**src/rtl/clk_div_bank.sv**
```systemverilog
// Bank of runtime-programmable clock dividers driven from one oscillator.
// Each channel holds a registered divided clock and a period-start strobe; ratio changes land on period boundaries.
module clk_div_bank #(
  parameter int CHANNELS = 4,
  parameter int DIV_W    = 8,
  parameter int DIV_INIT = 5,
  parameter int CH_W     = (CHANNELS > 1) ? $clog2(CHANNELS) : 1
) (
  input  logic                ext_clk,
  input  logic                ext_reset,
  input  logic [CHANNELS-1:0] ch_en,
  input  logic                sync_restart,
  input  logic                cfg_we,
  input  logic [CH_W-1:0]     cfg_ch,
  input  logic [DIV_W-1:0]    cfg_div,
  output logic                cfg_ack,
  output logic                cfg_err,
  output logic [CHANNELS-1:0] pending,
  output logic [CHANNELS-1:0] clk_out,
  output logic [CHANNELS-1:0] tick
);

  localparam logic [DIV_W-1:0] DIV_RST = DIV_W'(DIV_INIT);

  logic cfg_ok;

  assign cfg_ok = (cfg_div >= DIV_W'(2)) && (int'(cfg_ch) < CHANNELS);

  always_ff @(posedge ext_clk or posedge ext_reset) begin
    if (ext_reset) begin
      cfg_ack <= 1'b0;
      cfg_err <= 1'b0;
    end else begin
      cfg_ack <= cfg_we && cfg_ok;
      cfg_err <= cfg_we && !cfg_ok;
    end
  end

  for (genvar i = 0; i < CHANNELS; i++) begin : g_ch
    logic [DIV_W-1:0] cnt;
    logic [DIV_W-1:0] cnt_inc;
    logic [DIV_W-1:0] div_act;
    logic [DIV_W-1:0] div_pend;
    logic [DIV_W-1:0] hi;
    logic             pend;
    logic             run;
    logic             clk_q;
    logic             tick_q;
    logic             wr;
    logic             wrap;

    assign wr      = cfg_we && cfg_ok && (cfg_ch == CH_W'(i));
    assign hi      = div_act - (div_act >> 1);
    assign cnt_inc = cnt + DIV_W'(1);
    assign wrap    = (cnt == div_act - DIV_W'(1));

    always_ff @(posedge ext_clk or posedge ext_reset) begin
      if (ext_reset) begin
        cnt      <= '0;
        div_act  <= DIV_RST;
        div_pend <= DIV_RST;
        pend     <= 1'b0;
        run      <= 1'b0;
        clk_q    <= 1'b0;
        tick_q   <= 1'b0;
      end else begin
        if (!ch_en[i]) begin
          run    <= 1'b0;
          cnt    <= '0;
          clk_q  <= 1'b0;
          tick_q <= 1'b0;
          if (!run && pend) begin
            div_act <= div_pend;
            pend    <= 1'b0;
          end
        end else if (!run || sync_restart || wrap) begin
          // Every period start (first start, restart, wrap) is where a pending ratio takes over.
          run    <= 1'b1;
          cnt    <= '0;
          clk_q  <= 1'b1;
          tick_q <= 1'b1;
          if (pend) begin
            div_act <= div_pend;
            pend    <= 1'b0;
          end
        end else begin
          cnt    <= cnt_inc;
          clk_q  <= (cnt_inc < hi);
          tick_q <= 1'b0;
        end
        // A write on the same edge only latches; it overrides any apply above.
        if (wr) begin
          div_pend <= cfg_div;
          pend     <= 1'b1;
        end
      end
    end

    assign pending[i] = pend;
    assign clk_out[i] = clk_q;
    assign tick[i]    = tick_q;
  end

endmodule

```
**config.mk**
```make
export PLATFORM = sky130hd
export DESIGN_NAME = clk_div_bank
export DESIGN_NICKNAME = d
export VERILOG_FILES = /design/src/rtl/clk_div_bank.sv
export SDC_FILE = /design/constraint.sdc
export NUM_CORES = 1
export LEC_CHECK = 0
export BUFFER_PORTS_ARGS = -buffer_cell sky130_fd_sc_hd__buf_2
export CAP_MARGIN = 40
export CORE_MARGIN = 5
export CORE_UTILIZATION = 60
export CTS_CLUSTER_DIAMETER = 80
export DETAILED_ROUTE_END_ITERATION = 16
export GPL_TIMING_DRIVEN = 0
export MAX_ROUTING_LAYER = met4
export PLACE_DENSITY_LB_ADDON = 0.05
export SETUP_SLACK_MARGIN = 0.15
export SKIP_CTS_REPAIR_TIMING = 1
export SYNTH_ARGS = -nofsm -noshare
export SYNTH_HDL_FRONTEND = slang
export SYNTH_SLANG_ARGS = --single-unit
```
**constraint.sdc**
```tcl
create_clock -name ext_clk -period 8.8 [get_ports ext_clk]
set_input_delay 0.44 -clock ext_clk [delete_from_list [all_inputs] [get_ports ext_clk]]
set_output_delay 0.44 -clock ext_clk [all_outputs]
set_load 0.03 [all_outputs]
```
==> reports/metrics.csv <==
stage,metric,value,unit
worst_setup_path,crit_path_start_kind,flip-flop,
synth,synth-seq-cells,114,
routing,postRouteAntennaNets,0,
cells_and_area,diodes,0,
cells_and_area,num-nets-final,854,
power_and_ir_drop,clkPwrFrac,24.8,%
cells_and_area,post-route-util,69.9,%
worst_setup_path,worstSetupEndpointType,flip-flop,
global_route,grt_max_degree,59,
routing,drc,0,
sta,maxSlewViolCount,0,
cts,h-tree-depth,4,
worst_setup_path,worst_ep_arrival_time,3330,ps
floorplan,fp.dieH,122,um
global_route,grt_pass1_vias,5120,
routing,drt-pass1-iter-count,4,
floorplan,io_pins,32,
synth,yosysMostFrequentCell,dfrtp_1,
sta,holdWs,161,ps
routing,wl_per_cell,15.3,um
sta,tightest_slew,722,ps
synth,async_flop_share,100,%
cts,cts.sinks,114,
cts,cts-root-buf,clkbuf_16,
place,hpwlAfterDp,10800,um
sta,finalHoldViolCount,0,
sta,fmaxAchievable,333,MHz
synth,ys_seq_area_share,38.3,%
sta,relSlewSlack,51.6,%
floorplan,dieArea,14800,sq um
cts,clk_latency,410,ps
global_route,grt_usage,21.4,%
synth,syn_area_per_cell,10.9,sq um
power_and_ir_drop,p_seq_share,27.3,%
synth,netlist_top_cells_count,"dfrtp_1 (98), ha_1 (92), xnor2_1 (67), mux2_2 (64), inv_1 (56)",
place,portBuffers,30,
routing,via_per_inst,5.32,
routing,wl,14100,um
sta,fin_crit_sh,34.1,%
floorplan,die_w,122,um
synth,yosysUniqueCellTypes,51,
sta,period_minus_slack,3000,ps
synth,synth_top_area_share,32.7,%
sta,setup_viol,0,
routing,vias,4900,
floorplan,initial_utilization,61.9,%
flow_run,max-cap-violations,0,
synth,synth_area_leader_cell,dfrtp_1,
global_route,grt.overflow.total,0,
run_status,status,finished clean,
worst_setup_path,crit_required,9130,ps
global_route,grt_first_pass_wirelength,24200,um
power_and_ir_drop,max-vdd-ir-drop,216,uV
worst_hold_path,min_path_type,in2async,
cts,tritoncts,done,
cells_and_area,fillers,948,
floorplan,fp-row-count,40,
synth,synthCells,690,
cts,clkTransAtPathRegs,60,ps
synth,synth-edff-count,0,
power_and_ir_drop,comb_power_share,47.8,%
synth,syn-cell-area,7490,sq um
power_and_ir_drop,p_per_area,321,nW/um^2
synth,ys.flop_type,dfrtp_1,
worst_setup_path,cp_max_fo,4,
power_and_ir_drop,power_leakage,4.08,nW
routing,drtIter0Drc,203,
synth,synthesis.nets,804,
synth,ys_warn_count,0,
sta,fin_worst_skew,8.39,ps
cells_and_area,synthToLayoutAreaGrowth,13.0,%
place,place_congestion,0.871,
power_and_ir_drop,internal-power,1.69,mW
sta,fin_tns_setup,0,ps
power_and_ir_drop,power.switching,1.03,mW
cells_and_area,drive_above_1_share,23.0,%
cts,cts_buffers,17,
floorplan,coreArea,12100,sq um
cts,clk_path_buf_depth,2,
worst_setup_path,criticalPathCategory,reg2reg,
sta,rsz0062_at_grt,false,
global_route,antenna_found_initial,0,
power_and_ir_drop,switching_share,37.8,%
synth,synth_area_leaders,"dfrtp_1 (33%), ha_1 (15%), mux2_2 (9.6%)",
==> cells in the final DEF, fill, tap and decap left out, drive strengths merged, types with 5 or more instances in the layout <==
cell / instances
dfrtp: 98
ha: 92
xnor2: 67
mux2: 64
inv: 57
buf: 45
nor2: 34
xor2: 33
nand2: 33
clkbuf: 25
nor2b: 24
nand3: 21
a21oi: 18
dfstp: 16
and3: 14
a21o: 14
a21boi: 11
o21bai: 8
nor3: 7
o21ai: 7
clkinvlp: 6
o21a: 5
==> critical path: stages (launching register included) <==
cell and delay, ps:
dfstp_2 570, inv_1 110, ha_1 290, o21bai_1 80, a21o_1 200, a21oi_1 140, nor2_1 70, o41ai_1 340
xnor2_1 190, ha_1 270, and3_1 190, a221o_1 310, a21boi_0 170
==> layout make-up <==
type / count / area [sq um] / area share, %
tap: 168 / 210 / 2.48
multi-input combinational: 500 / 4290 / 50.7
clock inverter: 13 / 138 / 1.63
sequential: 114 / 2870 / 33.9
buffer: 20 / 123 / 1.45
clock buffer: 19 / 443 / 5.23
inverter: 56 / 213 / 2.51
timing repair buffer: 31 / 178 / 2.10
==> logic make-up (layout without fill, tap and decap cells) <==
logic type | Yosys count | count (layout) | share of synthesized area (%)
multiplexers | 64 | 64 | 9.62
flip-flops | 114 | 114 | 38.3
buffers and inverters | 76 | 139 | 4.44
XOR/XNOR | 100 | 100 | 11.7
AO/OA/AOI/OAI | 90 | 90 | 9.13
adder cells (fa/ha/maj) | 96 | 96 | 16.4
AND/OR/NAND/NOR | 150 | 150 | 10.4
==> worst paths after layout <==
| path | startpoint | cells past startpoint | endpoint | slack, ps |
|---|---|---|---|---|
| max | g_ch[0].div_act[2] | 12 | g_ch[0].clk_q | 5800 |
| min | ext_reset | 2 | g_ch[3].cnt[1] | 160 |
| max reg2reg | g_ch[0].div_act[2] | 12 | g_ch[0].clk_q | 5800 |
| min reg2reg | g_ch[0].div_pend[5] | 1 | g_ch[0].div_act[5] | 500 |
| max in group asynchronous | ext_reset | 3 | g_ch[0].div_pend[2] | 7880 |
| min in group ext_clk | ch_en[1] | 2 | g_ch[1].run | 250 |
==> metrics by stage <==
step / area (sq um) / std cells / power [mW] / worst slack (ps)
floorplan: 7490 / 690 / 1.77 / 5370
global placement: 7850 / 888 / 1.97 / 4250
detailed placement: 7880 / 889 / 2.04 / 5810
CTS: 8460 / 921 / 2.74 / 5790
global route: 8460 / 921 / 2.94 / 5620
finish: 8460 / 921 / 2.72 / 5800
==> flip-flops by register name, summed over array words and instances, names as in the netlist <==
signal         cells
g_ch.div_pend     32
g_ch.run           4
g_ch.pend          4
g_ch.div_act      32
cfg_ack            1
g_ch.tick_q        4
cfg_err            1
g_ch.clk_q         4
g_ch.cnt          32
==> power by group through the flow <==
| stage | clock, mW | sequential, mW | combinational (mW) |
|---|---|---|---|
| 4_1_cts | 0.684 | 0.744 | 1.31 |
| 5_1_grt | 0.712 | 0.760 | 1.47 |
| 2_1_floorplan | 0 | 0.716 | 1.05 |
| 3_3_place_gp | 0 | 0.742 | 1.23 |
| 6_report | 0.675 | 0.743 | 1.30 |
| 3_5_place_dp | 0 | 0.750 | 1.29 |
==> per-layer routing <==
layer / routed length [um] / vias to the layer above / global-route usage [%]
li1: - / 2441 / -
met1: 6330 / 2389 / 25.6
met2: 7260 / 51 / 36.9
met3: 344 / 19 / 4.41
met4: 199 / 0 / 5.81
met5: 0 / - / -
(Power assumes the default switching activity.)
